--- config.mk ---
export PLATFORM = sky130hd
export DESIGN_NAME = alu_issue_queue
export DESIGN_NICKNAME = d
export VERILOG_FILES = /design/src/rtl/alu_pkg.sv /design/src/rtl/alu_sync_fifo.sv /design/src/rtl/alu_issue_queue.sv
export SDC_FILE = /design/constraint.sdc
export NUM_CORES = 1
export LEC_CHECK = 0
export BUFFER_PORTS_ARGS = -buffer_cell sky130_fd_sc_hd__buf_4
export CELL_PAD_IN_SITES_DETAIL_PLACEMENT = 1
export CELL_PAD_IN_SITES_GLOBAL_PLACEMENT = 1
export CORE_UTILIZATION = 54
export CTS_CLUSTER_DIAMETER = 100
export CTS_CLUSTER_SIZE = 30
export DETAILED_ROUTE_END_ITERATION = 10
export PLACE_DENSITY = 0.94
export SLEW_MARGIN = 0
export SYNTH_ARGS = -nofsm -noshare
export SYNTH_HDL_FRONTEND = slang
export SYNTH_HIERARCHICAL = 1
export SYNTH_SLANG_ARGS = --single-unit
--- constraint.sdc ---
create_clock -name clk -period 4 [get_ports clk]
set_input_delay 0 -clock clk [delete_from_list [all_inputs] [get_ports clk]]
set_output_delay 0 -clock clk [all_outputs]
set_load 0.005 [all_outputs]
--- src/rtl/alu_pkg.sv ---
// Shared opcode constants, default widths and command bundle for the ALU issue path.
// Used by alu_sync_fifo and alu_issue_queue.
package alu_pkg;

    localparam int ALU_WIDTH  = 8;
    localparam int ALU_OPCODE = 3;

    localparam logic [2:0] OP_ADD  = 3'b000;
    localparam logic [2:0] OP_SUB  = 3'b001;
    localparam logic [2:0] OP_AND  = 3'b010;
    localparam logic [2:0] OP_OR   = 3'b011;
    localparam logic [2:0] OP_XOR  = 3'b100;
    localparam logic [2:0] OP_RSVD = 3'b101;
    localparam logic [2:0] OP_SHL1 = 3'b110;
    localparam logic [2:0] OP_SHL2 = 3'b111;

    typedef struct packed {
        logic [ALU_WIDTH-1:0]  data1;
        logic [ALU_WIDTH-1:0]  data2;
        logic [ALU_OPCODE-1:0] op;
    } alu_cmd_t;

    function automatic logic op_is_legal(input logic [2:0] op);
        return op != OP_RSVD;
    endfunction

endpackage

--- src/rtl/alu_sync_fifo.sv ---
// Generic DEPTH x DW synchronous FIFO with count-based full/empty.
// Caller guarantees no push when full and no pop when empty.
module alu_sync_fifo
    import alu_pkg::*;
#(
    parameter int DW    = 2 * ALU_WIDTH + ALU_OPCODE,
    parameter int DEPTH = 4
) (
    input  logic                       clk,
    input  logic                       rst_n,
    input  logic                       i_push,
    input  logic                       i_pop,
    input  logic [DW-1:0]              i_wdata,
    output logic [DW-1:0]              o_rdata,
    output logic [$clog2(DEPTH+1)-1:0] o_count
);

    localparam int AW = $clog2(DEPTH);
    localparam int CW = $clog2(DEPTH+1);

    logic [DW-1:0] r_mem [DEPTH];
    logic [AW-1:0] r_wr_ptr;
    logic [AW-1:0] r_rd_ptr;
    logic [CW-1:0] r_count;

    // Storage has no reset; contents are only observed when count != 0.
    always_ff @(posedge clk) begin
        if (i_push) begin
            r_mem[r_wr_ptr] <= i_wdata;
        end
    end

    always_ff @(posedge clk or negedge rst_n) begin
        if (!rst_n) begin
            r_wr_ptr <= '0;
            r_rd_ptr <= '0;
            r_count  <= '0;
        end else begin
            if (i_push) begin
                r_wr_ptr <= r_wr_ptr + AW'(1);
            end
            if (i_pop) begin
                r_rd_ptr <= r_rd_ptr + AW'(1);
            end
            case ({i_push, i_pop})
                2'b10:   r_count <= r_count + CW'(1);
                2'b01:   r_count <= r_count - CW'(1);
                default: r_count <= r_count;
            endcase
        end
    end

    assign o_rdata = r_mem[r_rd_ptr];
    assign o_count = r_count;

endmodule

--- src/rtl/alu_issue_queue.sv ---
// Issue queue in front of the 8-bit ALU: filters opcode 101, holds last output.
// Optional same-cycle empty-queue bypass enabled by macro ALU_ISSUE_BYPASS_EN.
module alu_issue_queue
    import alu_pkg::*;
#(
    parameter int WIDTH  = ALU_WIDTH,
    parameter int OPCODE = ALU_OPCODE,
    parameter int DEPTH  = 4
) (
    input  logic                       clk,
    input  logic                       rst_n,
    input  logic                       in_valid,
    output logic                       in_ready,
    input  logic [WIDTH-1:0]           in_data1,
    input  logic [WIDTH-1:0]           in_data2,
    input  logic [OPCODE-1:0]          in_op,
    output logic [WIDTH-1:0]           alu_data_in1,
    output logic [WIDTH-1:0]           alu_data_in2,
    output logic [OPCODE-1:0]          alu_op_code,
    output logic                       alu_valid_data,
    input  logic                       alu_ready,
    output logic [$clog2(DEPTH+1)-1:0] count,
    output logic                       err_illegal_op,
    input  logic                       err_clear
);

    localparam int DW = 2 * WIDTH + OPCODE;
    localparam int CW = $clog2(DEPTH+1);

    logic [DW-1:0] w_in_cmd;
    logic [DW-1:0] w_head;
    logic [DW-1:0] w_out;
    logic [DW-1:0] r_last;
    logic [CW-1:0] w_count;
    logic          w_empty;
    logic          w_legal;
    logic          w_accept;
    logic          w_byp;
    logic          w_byp_take;
    logic          w_push;
    logic          w_pop;
    logic          r_err;

    assign w_in_cmd = {in_data1, in_data2, in_op};
    assign w_empty  = (w_count == '0);
    assign in_ready = (w_count != CW'(DEPTH));
    assign w_legal  = (in_op != OPCODE'(OP_RSVD));
    assign w_accept = in_valid && in_ready;

`ifdef ALU_ISSUE_BYPASS_EN
    assign w_byp = w_empty && in_valid && w_legal;
`else
    assign w_byp = 1'b0;
`endif

    assign w_byp_take = w_byp && alu_ready;
    assign w_push     = w_accept && w_legal && !w_byp_take;
    assign w_pop      = !w_empty && alu_ready;

    alu_sync_fifo #(
        .DW    (DW),
        .DEPTH (DEPTH)
    ) u_fifo (
        .clk     (clk),
        .rst_n   (rst_n),
        .i_push  (w_push),
        .i_pop   (w_pop),
        .i_wdata (w_in_cmd),
        .o_rdata (w_head),
        .o_count (w_count)
    );

    // r_last keeps the ALU inputs stable (and never X) while the queue is empty.
    always_ff @(posedge clk or negedge rst_n) begin
        if (!rst_n) begin
            r_last <= '0;
            r_err  <= 1'b0;
        end else begin
            if (w_pop) begin
                r_last <= w_head;
            end else if (w_byp_take) begin
                r_last <= w_in_cmd;
            end
            if (w_accept && !w_legal) begin
                r_err <= 1'b1;
            end else if (err_clear) begin
                r_err <= 1'b0;
            end
        end
    end

    assign w_out = w_byp ? w_in_cmd : (w_empty ? r_last : w_head);

    assign alu_data_in1   = w_out[DW-1 -: WIDTH];
    assign alu_data_in2   = w_out[OPCODE +: WIDTH];
    assign alu_op_code    = w_out[OPCODE-1:0];
    assign alu_valid_data = !w_empty || w_byp;
    assign count          = w_count;
    assign err_illegal_op = r_err;

endmodule

# == Yosys cells after proc, flatten, opt, wreduce, memory -nomap -nowiden ==
# Memory sizes are Yosys's and may differ from the RTL's.
# Cells that the tools add are included.
# W data, S select, Z words.
# totals
regBits,27
mem_bits_rw,76
in_bits,24
out_inout_bits,25
n_memories,1
elab_cells,29
# memory_table
name,depth,width,read_ports,rd_clocked_by_memory_dff,write_ports,line,text
u_fifo.r_mem,4,19,1,0,1,alu_sync_fifo.sv:21,logic [DW-1:0] r_mem [DEPTH];
# classes
eq_ne,4
n_reduce_logical,9
n_addsub,4
muxes,6
# op_table
cell,count
$mux W19,1
$ne A3 B3 Y1 const B,2
$pmux W3 S2,1
$add A2 B1 Y2 const B,2
$logic_and A1 B1 Y1,4
$mux W1,4
$reduce_bool A2 Y1,2
$add A3 B1 Y3 const B,1
$logic_not A3 Y1,1
$sub A3 B1 Y3 const B,1
$eq A2 B1 Y1 const B,1
$eq A2 B2 Y1 const B,1
$logic_not A1 Y1,2

# == Depth between registers and ports, before layout ==
# Gate-level depths: netlist of run 1.
# logic_depth
depth_word,5
mapped_depth,8
depth_no_buf,8

# == Hierarchy ==
# Netlist of run 1, hierarchy kept.
# modules_own_cells
mod,n_inst,area_each_um2,seq_area_each_um2,cells_per_inst
alu_sync_fifo,1,3120.5,2457.4,130
alu_issue_queue,1,1031.0,500.5,71

# == Worst setup path after synthesis of run 1 ==
# OpenSTA, ideal clock, no wires.
# synth_path
path_type,register to register
from,"register u_fifo.r_count[1], in the netlist u_fifo/o_count[1]"
to,"register u_fifo.r_count[1], in the netlist u_fifo/o_count[1]"
path_stages_with_launch,7
arrival_ns,2.023
synth_period_minus_slack_ns,2.148
path_buffers,0
setup_time_ns,0.125
slack_ns,1.852
cell_sequence,dfrtp_1 or3b_1 and3b_1 inv_1 ha_1 fa_1 mux2_2
# synth_between
elab_chain_cells,5
# synth_rtl
item,line,text
"start, declared",alu_sync_fifo.sv:24,logic [CW-1:0] r_count;
"start signal, assigned",alu_sync_fifo.sv:46,2'b10: r_count <= r_count + CW'(1);
"start signal, assigned",alu_sync_fifo.sv:47,2'b01: r_count <= r_count - CW'(1);
"start signal, assigned",alu_sync_fifo.sv:48,default: r_count <= r_count;
$ne A3 B3 Y1 *,alu_issue_queue.sv:46,assign in_ready = (w_count != CW'(DEPTH));
via in_ready,alu_issue_queue.sv:13,"output logic in_ready,"
$logic_and A1 B1 Y1 *,alu_issue_queue.sv:48,assign w_accept = in_valid && in_ready;
$logic_and A1 B1 Y1 *,alu_issue_queue.sv:57,assign w_push = w_accept && w_legal && !w_byp_take;
via w_push,alu_issue_queue.sv:40,logic w_push;
$eq A2 B1 Y1 / $eq A2 B2 Y1 (equally long branches),alu_sync_fifo.sv:45,"case ({i_push, i_pop})"
$pmux W3 S2 / $reduce_bool A2 Y1 (equally long branches),n/a,
# The timed path passes the listed nets; every way through them passes the cells marked *.
# A chain may end at the register's enable or synchronous reset.

# == Final worst setup path of run 1 ==
# layout_path
from,register u_fifo.r_rd_ptr[0]
to,output alu_data_in1[4]
# layout_between
elab_chain_cells,2
# layout_rtl
item,line,text
"start, declared",alu_sync_fifo.sv:23,logic [AW-1:0] r_rd_ptr;
"start signal, assigned",alu_sync_fifo.sv:43,r_rd_ptr <= r_rd_ptr + AW'(1);
$mem_v2 Z4 W19,n/a,
via w_head[15],alu_issue_queue.sv:31,logic [DW-1:0] w_head;
$mux W19,alu_issue_queue.sv:92,assign w_out = w_byp ? w_in_cmd : (w_empty ? r_last : w_head);
"end, declared",alu_issue_queue.sv:17,"output logic [WIDTH-1:0] alu_data_in1,"
# The timed path passes the listed nets, and every way through them passes these cells.

==> metrics.txt, run 1 <==
status=finished clean; NetSw=about 1.1 mW; Rel. slew slack=0.266; layer with the highest usage=met2; share of cells above drive strength 1=0.436; Post-synth top cells=edfxtp_1, mux2_2, dfrtp_1, mux4_2, inv_1; Detail Route Antenna Nets=0; Int Pwr=~2.4 mW; Final Max Tran Viols=0; 1st-iter DRT viols=124; share of Yosys cell area claimed by the top area cell type=0.550; top-count cell post-synth=edfxtp_1; register area share after synthesis=0.712; Worst-Margin Slew=1.10 ns; FMAX=386 MHz; Pwr Density=around 710 nW/µm²; CTS tree=yes; number of synthesized flops with an enable pin=76; final period utilization=0.648; Mean Syn Cell Area=20.7 µm²; Placer Congestion=between 0.7 and 0.8; Tot GR Track Use=0.227; IO Pins=49; Synth warnings=6; via count=2121; routed len/inst=21.7 µm; CTS Buffer Depth=2; WP data arrival=between 2 and 3 ns; Synthesized Nets=231; Finish-stage setup viols=0; HP Class=input pin to async pin; CTS Root Cell=clkbuf_8; core box area=around 7300 µm²; Synth Cell Area=4150 µm²; H-tree depth=3; Hold Fails Final Rpt=0; Synth area leaders=edfxtp_1, dfrtp_1, mux2_2; Flop pwr share=0.470; WHS=roughly 0.1 ns; Worst Setup End Kind=primary output; CP Class=register to primary output; CTS buffer count=9; n_diodes=0; largest net degree at the start of global routing=28; Die Wd=between 80 and 90 µm; area grow syn2layout=20.3%; Worst Skew=approximately 0.0071 ns; Crit path required time=4.00 ns; IO buf count=between 40 and 50; post-synth top area cell=edfxtp_1; GR Layer Usage met3=0.0512; Die H=89.7 µm; worst skew pair latency=about 0.36 ns; Synth cell types=23; Routed WL=slightly above 8000 µm; CP Max Fanout=15; Sw Ratio=0.309; clock transition at the registers of the reported paths=roughly 0.10 ns; ys async rst share=0.262; met2 Use GR=0.398; Synth Register Bits=103; vias per cell=between 5 and 6; Initial Util=0.566; combinational group share of total power=0.364; leakage power total=approximately 1.8 nW; die area=a little over 8000 µm²; clk sinks=just over 100; DRC=0; met1 GRT Util=0.270; post-detail-place hpwl=5230 µm; synthesized instance count=roughly 200; Row Count=31; unrepaired setup endpoints after global routing=false; drt pass-1 iters=4; Main synth FF type=edfxtp_1; Setup Fix Bufs, Post-CTS=0; crit start category=register; Clk network pwr share=0.167; nets=slightly above 300; Remaining Overflow, GRT=0; TNS Setup=0 ns; vias in the first global route=~2300; Final min period=between 2 and 3 ns; initial antenna violation count=0; Worst VDD drop=0.000309 V; first-pass GRT wire length=12400 µm; max_cap viols=0
cell usage in the layout, fill, tap and decap left out, types with 2 or more instances in the layout:
| cell | instances |
|---|---|
| and3b_1 | 2 |
| clkbuf_8 | 9 |
| mux4_2 | 18 |
| ha_1 | 5 |
| dlygate4sd3_1 | 22 |
| buf_4 | 51 |
| xnor2_1 | 3 |
| dfrtp_1 | 27 |
| xor2_1 | 3 |
| mux2_2 | 37 |
| nand2_1 | 2 |
| inv_6 | 2 |
| inv_1 | 6 |
| clkinvlp_4 | 3 |
| and2_1 | 4 |
| mux2_1 | 2 |
| edfxtp_1 | 76 |
power groups by stage:
stage / logic, mW / clock network (mW) / registers, mW
after floorplan: 0.870 / 0 / 1.55
after global placement: 1.21 / 0 / 1.65
after detailed placement: 1.28 / 0 / 1.69
after CTS: 1.31 / 0.598 / 1.66
after global routing: 1.40 / 0.634 / 1.70
final: 1.28 / 0.589 / 1.66
state kept, by name, summed over array words and instances, names as in the netlist:
register,cells
u_fifo/r_rd_ptr,2
u_fifo/r_wr_ptr,2
r_last,19
u_fifo/o_count,3
u_fifo/r_mem,76
err_illegal_op,1
path summary, 6_finish.rpt:
check                              startpoint             endpoint  slack [ns]  cells after the start
max                        u_fifo/r_rd_ptr[0]      alu_data_in1[4]        1.41                      4
min                                     rst_n    u_fifo/o_count[2]         0.1                      2
min reg2reg                         r_last[1]            r_last[1]        0.51                      1
min in group clk                    alu_ready           r_last[12]        0.29                      4
max in group asynchronous               rst_n           r_last[17]        3.63                      2
max reg2reg                 u_fifo/o_count[0]  u_fifo/r_mem[1][18]        1.62                      3
routing by layer:
layer  routed length, µm  up-vias
met4                 163        0
met3                 252       14
met5                   0        -
met2                4460       51
li1                    -      934
met1                3400     1122
timing repair:
item,CTS,global route
hold buffers,22,0
endpoints found under the hold margin,104,0
resized for setup,0,0
worst max-delay path: stages (launching register included):
cell     delay (ns)
dfrtp_1        0.92
buf_4          0.34
mux4_2         0.53
mux2_2         0.30
buf_4          0.15
final cells by class:
type / count / area [µm²]
Sequential cell: 103 / 2960
Fill cell: 602 / 2340
Multi-Input combinational cell: 84 / 1110
Timing Repair Buffer: 73 / 603
Clock buffer: 10 / 128
Tap cell: 99 / 124
Clock inverter: 6 / 45.0
Inverter: 6 / 22.5
cells by family (layout without fill, tap and decap cells):
family | count (synthesis) | count (layout) | synth area share
xor+xnor | 6 | 6 | 0.0127
buf+inv | 14 | 95 | 0.0223
compound gates | 3 | 3 | 0.00663
simple gates | 11 | 11 | 0.0163
fa+ha+maj | 6 | 6 | 0.0199
mux | 58 | 58 | 0.210
flops | 103 | 103 | 0.712
per-stage QoR:
stage | std cells | instance area [µm²] | power [mW] | util | setup WS [ns]
finish | 381 | 4990 | 3.53 | 0.681 | 1.41
global route | 381 | 4990 | 3.73 | 0.681 | 1.22
CTS | 381 | 4990 | 3.57 | 0.681 | 1.35
detailed placement | 343 | 4600 | 2.96 | 0.628 | 1.60
global placement | 343 | 4600 | 2.86 | 0.628 | 1.70
floorplan | 201 | 4150 | 2.42 | - | 1.85
(Power assumes the default switching activity.)
==> run 2, diff against run 1 <==
- CORE_UTILIZATION: 54 -> 45
- PLACE_DENSITY: 0.94 -> 0.85
- clock period: 4 -> 2.38 ns (I/O delays scaled with it)
==> metrics.txt, run 2 (synthesized netlist as in run 1, its figures left out) <==
Detail Route Antenna Nets=0 (unchanged); share of cells above drive strength 1=0.451 (+0.0152); n_diodes=0 (unchanged); Initial Util=0.471 (-0.0949); WHS=0.00705 ns (-0.0914 ns); vias per cell=5.23 (-6.1%); Placer Congestion=0.729 (-3.2%); HP Class=input pin to register; setup ws final=0.170 ns (-1.24 ns); crit start category=register; post-route insts no fill=396 (+3.9%); CTS tree=yes; worst skew pair latency=0.37 ns (about the same); CP Max Fanout=19 (+4); FMAX=453 MHz; routed len/inst=19.5 µm (-10%); clk sinks=103 (unchanged); final period utilization=0.929; Tot GR Track Use=0.180 (-0.0468); 1st-iter DRT viols=85 (-31%); CTS Buffer Depth=2 (unchanged); Final min period=~2.2 ns; status=finished, violations left; CTS Root Cell=clkbuf_8; Largest register FFs=76 (unchanged); CTS buffer count=9 (unchanged); Final Max Tran Viols=0 (unchanged); Die H=98.1 µm (+9.3%); first-pass GRT wire length=12600 µm (+2.1%); IO Pins=49 (unchanged); CP Class=register to register; commonest non-fill, non-tap cell in the layout=edfxtp_1; Row Count=34 (+9.7%); drt pass-1 iters=7 (+3); clock transition at the registers of the reported paths=0.11 ns (about the same); final core utilization=0.578 (-0.103); unrepaired setup endpoints after global routing=false; H-tree depth=3 (unchanged); failing checks=design-rule violations; Finish-stage setup viols=0 (unchanged); area grow syn2layout=22.6%; Crit path required time=2.37 ns (-1.63 ns); DRC=4 (+4); Worst Setup End Kind=register; TNS Setup=0 ns (unchanged); leading cell types in the layout, fill and taps excluded=edfxtp_1, buf_4, mux2_2; Die Wd=98.1 µm (+9.3%); largest net degree at the start of global routing=28 (unchanged); Rel. slew slack=0.288 (+0.0216); Hold Fails Final Rpt=0 (unchanged); pre-CTS setup slack=0.198 ns (-1.41 ns); Setup Fix Bufs, Post-CTS=0 (unchanged); Remaining Overflow, GRT=0 (unchanged); Routed WL=7730 µm (-6.5%); Biggest register=u_fifo/r_mem; Pwr Density=1200 nW/µm² (+70%); initial antenna violation count=0 (unchanged); via count=2071 (-2.4%); Worst Skew=0.0130 ns (+0.00588 ns); core box area=8810 µm² (+20%); nets=313 (+2.0%); Worst VDD drop=0.000563 V (+82%); vias in the first global route=2316 (-1.3%); max_cap viols=0 (unchanged); Placed Cells incl. Taps=358 (+4.4%); leakage power total=1.89 nW (+3.0%); die area=9610 µm² (+20%); post-detail-place hpwl=5120 µm (-1.9%); Worst-Margin Slew=1.07 ns (-0.0324 ns); WP data arrival=2.20 ns (-0.39 ns); IO buf count=48 (unchanged)
run 2: final cells by class:
| cell class | instances | area [µm²] |
|---|---|---|
| Sequential cell | 103 | 2960 |
| Multi-Input combinational cell | 84 | 1110 |
| Fill cell | 788 | 3720 |
| Tap cell | 108 | 135 |
| Inverter | 6 | 22.5 |
| Clock buffer | 9 | 124 |
| Timing Repair Buffer | 79 | 648 |
| Clock inverter | 7 | 86.3 |
run 2: where the power goes:
group          internal (mW)  leakage (nW)  switching (mW)
Clock                  0.512         0.105           0.631
Sequential              2.42          1.01           0.207
Combinational           1.35         0.778           0.998
Total                   4.28          1.89            1.84
run 2: metrics by stage:
step / power [mW] / area, µm²
2_1_floorplan: 4.06 / 4150
3_3_place_gp: 4.90 / 4660
3_5_place_dp: 5.02 / 4660
4_1_cts: 6.20 / 5090
5_1_grt: 6.47 / 5090
6_report: 6.12 / 5090
run 2: worst paths after layout:
check / from / endpoint / slack [ns] / depth (start not counted)
setup / recovery: u_fifo/o_count[2] / u_fifo/r_mem[3][12] / 0.17 / 3
hold / removal: alu_ready / u_fifo/r_rd_ptr[0] / 0.007 / 4
setup reg to reg: u_fifo/o_count[2] / u_fifo/r_mem[3][12] / 0.17 / 3
hold reg to reg: r_last[12] / r_last[12] / 0.50 / 1
max in group asynchronous: rst_n / r_last[4] / 1.99 / 2
min in group asynchronous: rst_n / u_fifo/o_count[1] / 0.10 / 2
run 2: routing by layer:
metal,vias to the layer above,routed length [µm],global-route usage
met1,1074,3380,0.233
met5,-,0,0
met4,0,121,0.0828
met3,9,267,0.0308
met2,44,3960,0.300
li1,944,-,-
run 2: timing repair:
action | CTS | global route
gates resized for setup | 0 | 0
hold buffers | 22 | 0
endpoints found under the hold margin | 104 | 0
run 2: critical path, cell delays in order, from the launching register on:
cell     delay [ns]
dfrtp_1        0.39
or3b_1         0.23
and3b_1        0.32
and2_1         0.88
==> run 3, diff against run 2 <==
- CORE_ASPECT_RATIO: default -> 0.7
==> metrics.txt, run 3 (synthesized netlist as in run 1, its figures left out) <==
final core utilization=0.597 (+0.0192); Worst VDD drop=0.000525 V (-6.6%); leakage power total=1.93 nW (+1.9%); Largest register FFs=76 (unchanged); nets=313 (unchanged); post-detail-place hpwl=5250 µm (+2.5%); met3 WL post-DR=322 µm (+21%); R2R cell count=3 (unchanged); vias in the first global route=2338 (+0.95%); worst skew pair latency=0.34 ns (-0.03 ns); WP data arrival=2.19 ns (about the same); H-tree depth=3 (unchanged); CTS buffer count=9 (unchanged); clock transition at the registers of the reported paths=0.07 ns (-0.04 ns); HP Class=input pin to register; Hold Fails Final Rpt=0 (unchanged); Initial Util=0.478 (+0.00638); vias per cell=5.23 (about the same); DRC=0 (-4); via count=2133 (+3.0%); Die Wd=117 µm (+19%); CP Class=input pin to register; clk sinks=103 (unchanged); IO Pins=49 (unchanged); Final Max Tran Viols=0 (unchanged); WHS=0.0407 ns (+0.0336 ns); 1st-iter DRT viols=43 (-49%); Pwr Density=1240 nW/µm² (+3.2%); Critical R2R Launch=u_fifo/o_count[2]; Placer Congestion=0.708 (-2.8%); Worst R2R Setup Slack=0.19 ns (+0.02 ns); worst hold endpoint=u_fifo/r_rd_ptr[0]; core box area=8690 µm² (-1.3%); max_cap viols=0 (unchanged); routed len/inst=19.8 µm (+1.5%); share of cells above drive strength 1=0.451 (unchanged); pre-CTS setup slack=0.151 ns (-0.0466 ns); status=finished clean; Routed WL=8080 µm (+4.5%); unrepaired setup endpoints after global routing=false; hold path cells=4 (unchanged); setup ws final=0.155 ns (-0.0150 ns); leading cell types in the layout, fill and taps excluded=edfxtp_1, buf_4, mux2_2; Row Count=28 (-18%); die area=9620 µm² (about the same); Die H=82.4 µm (-16%); Worst Skew=0.00558 ns (-0.00740 ns); Finish-stage setup viols=0 (unchanged); CTS Buffer Depth=2 (unchanged); CTS tree=yes; Remaining Overflow, GRT=0 (unchanged); n_diodes=0 (unchanged); initial antenna violation count=0 (unchanged); final period utilization=0.935 (+0.00629); top sig layer=met4; CP Max Fanout=19 (unchanged); FMAX=449 MHz (-0.67%); DRT met1 WL=3630 µm (+7.4%); TNS Setup=0 ns (unchanged); Detail Route Antenna Nets=0 (unchanged); Worst-Margin Slew=1.05 ns (-0.0220 ns); CTS Root Cell=clkbuf_16; WL met2=4030 µm (+1.6%); overall power=6.44 mW (+5.2%); first-pass GRT wire length=12600 µm (+0.21%); crit start category=input pin; Worst Setup End Kind=register; Reg-to-Reg End=u_fifo/r_mem[0][9]; Hold Startpoint=alu_ready; drt pass-1 iters=4 (-3); Biggest register=u_fifo/r_mem; area grow syn2layout=25.0%; commonest non-fill, non-tap cell in the layout=edfxtp_1; Rel. slew slack=0.303 (+0.0147); Crit path required time=2.34 ns (-0.03 ns); largest net degree at the start of global routing=28 (unchanged); IO buf count=48 (unchanged); Tot GR Track Use=0.191 (+0.0108); Final min period=2.22 ns (+0.0150 ns)
run 3: changes by cell type in the layout (fill, tap and decap cells not counted):
cell,previous run,this run
buf_4,57,56
inv_6,3,0
clkinv_2,0,2
clkbuf_8,9,0
clkinvlp_4,1,2
clkbuf_16,0,9
clkinv_4,0,1
bufinv_16,1,0
buf_12,0,1
run 3: metrics by stage:
step                std cells  area (µm²)
finish                    408        5190
global route              408        5190
CTS                       408        5190
detailed placement        370        4690
global placement          370        4690
floorplan                 201        4150
run 3: cell type report:
class | instances | area (µm²)
tap | 120 | 150
sequential | 103 | 2960
fill | 807 | 3500
clock buffer | 9 | 225
inverter | 6 | 22.5
clock inverter | 7 | 56.3
multi-input combinational | 84 | 1110
timing repair buffer | 79 | 661
run 3: critical path: stages:
cell and delay [ns]:
dlygate4sd3_1 0.53, buf_4 0.15, and3b_1 0.21, and3b_1 0.40, and2_1 0.88
run 3: what timing repair did:
item	4_1_cts	5_1_grt
hold buffers	22	0
setup buffers	0	0
endpoints found under the hold margin	104	0
gates resized for setup	0	0
run 3: per-layer routing:
metal / GRT usage / up-vias
li1: - / 952
met1: 0.242 / 1121
met2: 0.326 / 52
met3: 0.0445 / 8
met4: 0.0696 / 0
met5: 0 / -
run 3: report_power, final:
part           internal, mW  total (mW)  switching, mW
clock network         0.721        1.37          0.654
logic                  1.37        2.42           1.05
registers              2.43        2.64          0.210
run 3: worst max-delay path by stage:
stage                                     end  cells after the start               from
after floorplan             u_fifo/o_count[1]                      6  u_fifo/o_count[1]
after global placement      u_fifo/o_count[1]                      6  u_fifo/o_count[1]
after detailed placement  u_fifo/r_mem[0][12]                      3  u_fifo/o_count[2]
after CTS                 u_fifo/r_mem[0][11]                      5           in_op[2]
after global routing      u_fifo/r_mem[0][12]                      5           in_op[2]
final                      u_fifo/r_mem[0][9]                      5           in_op[2]
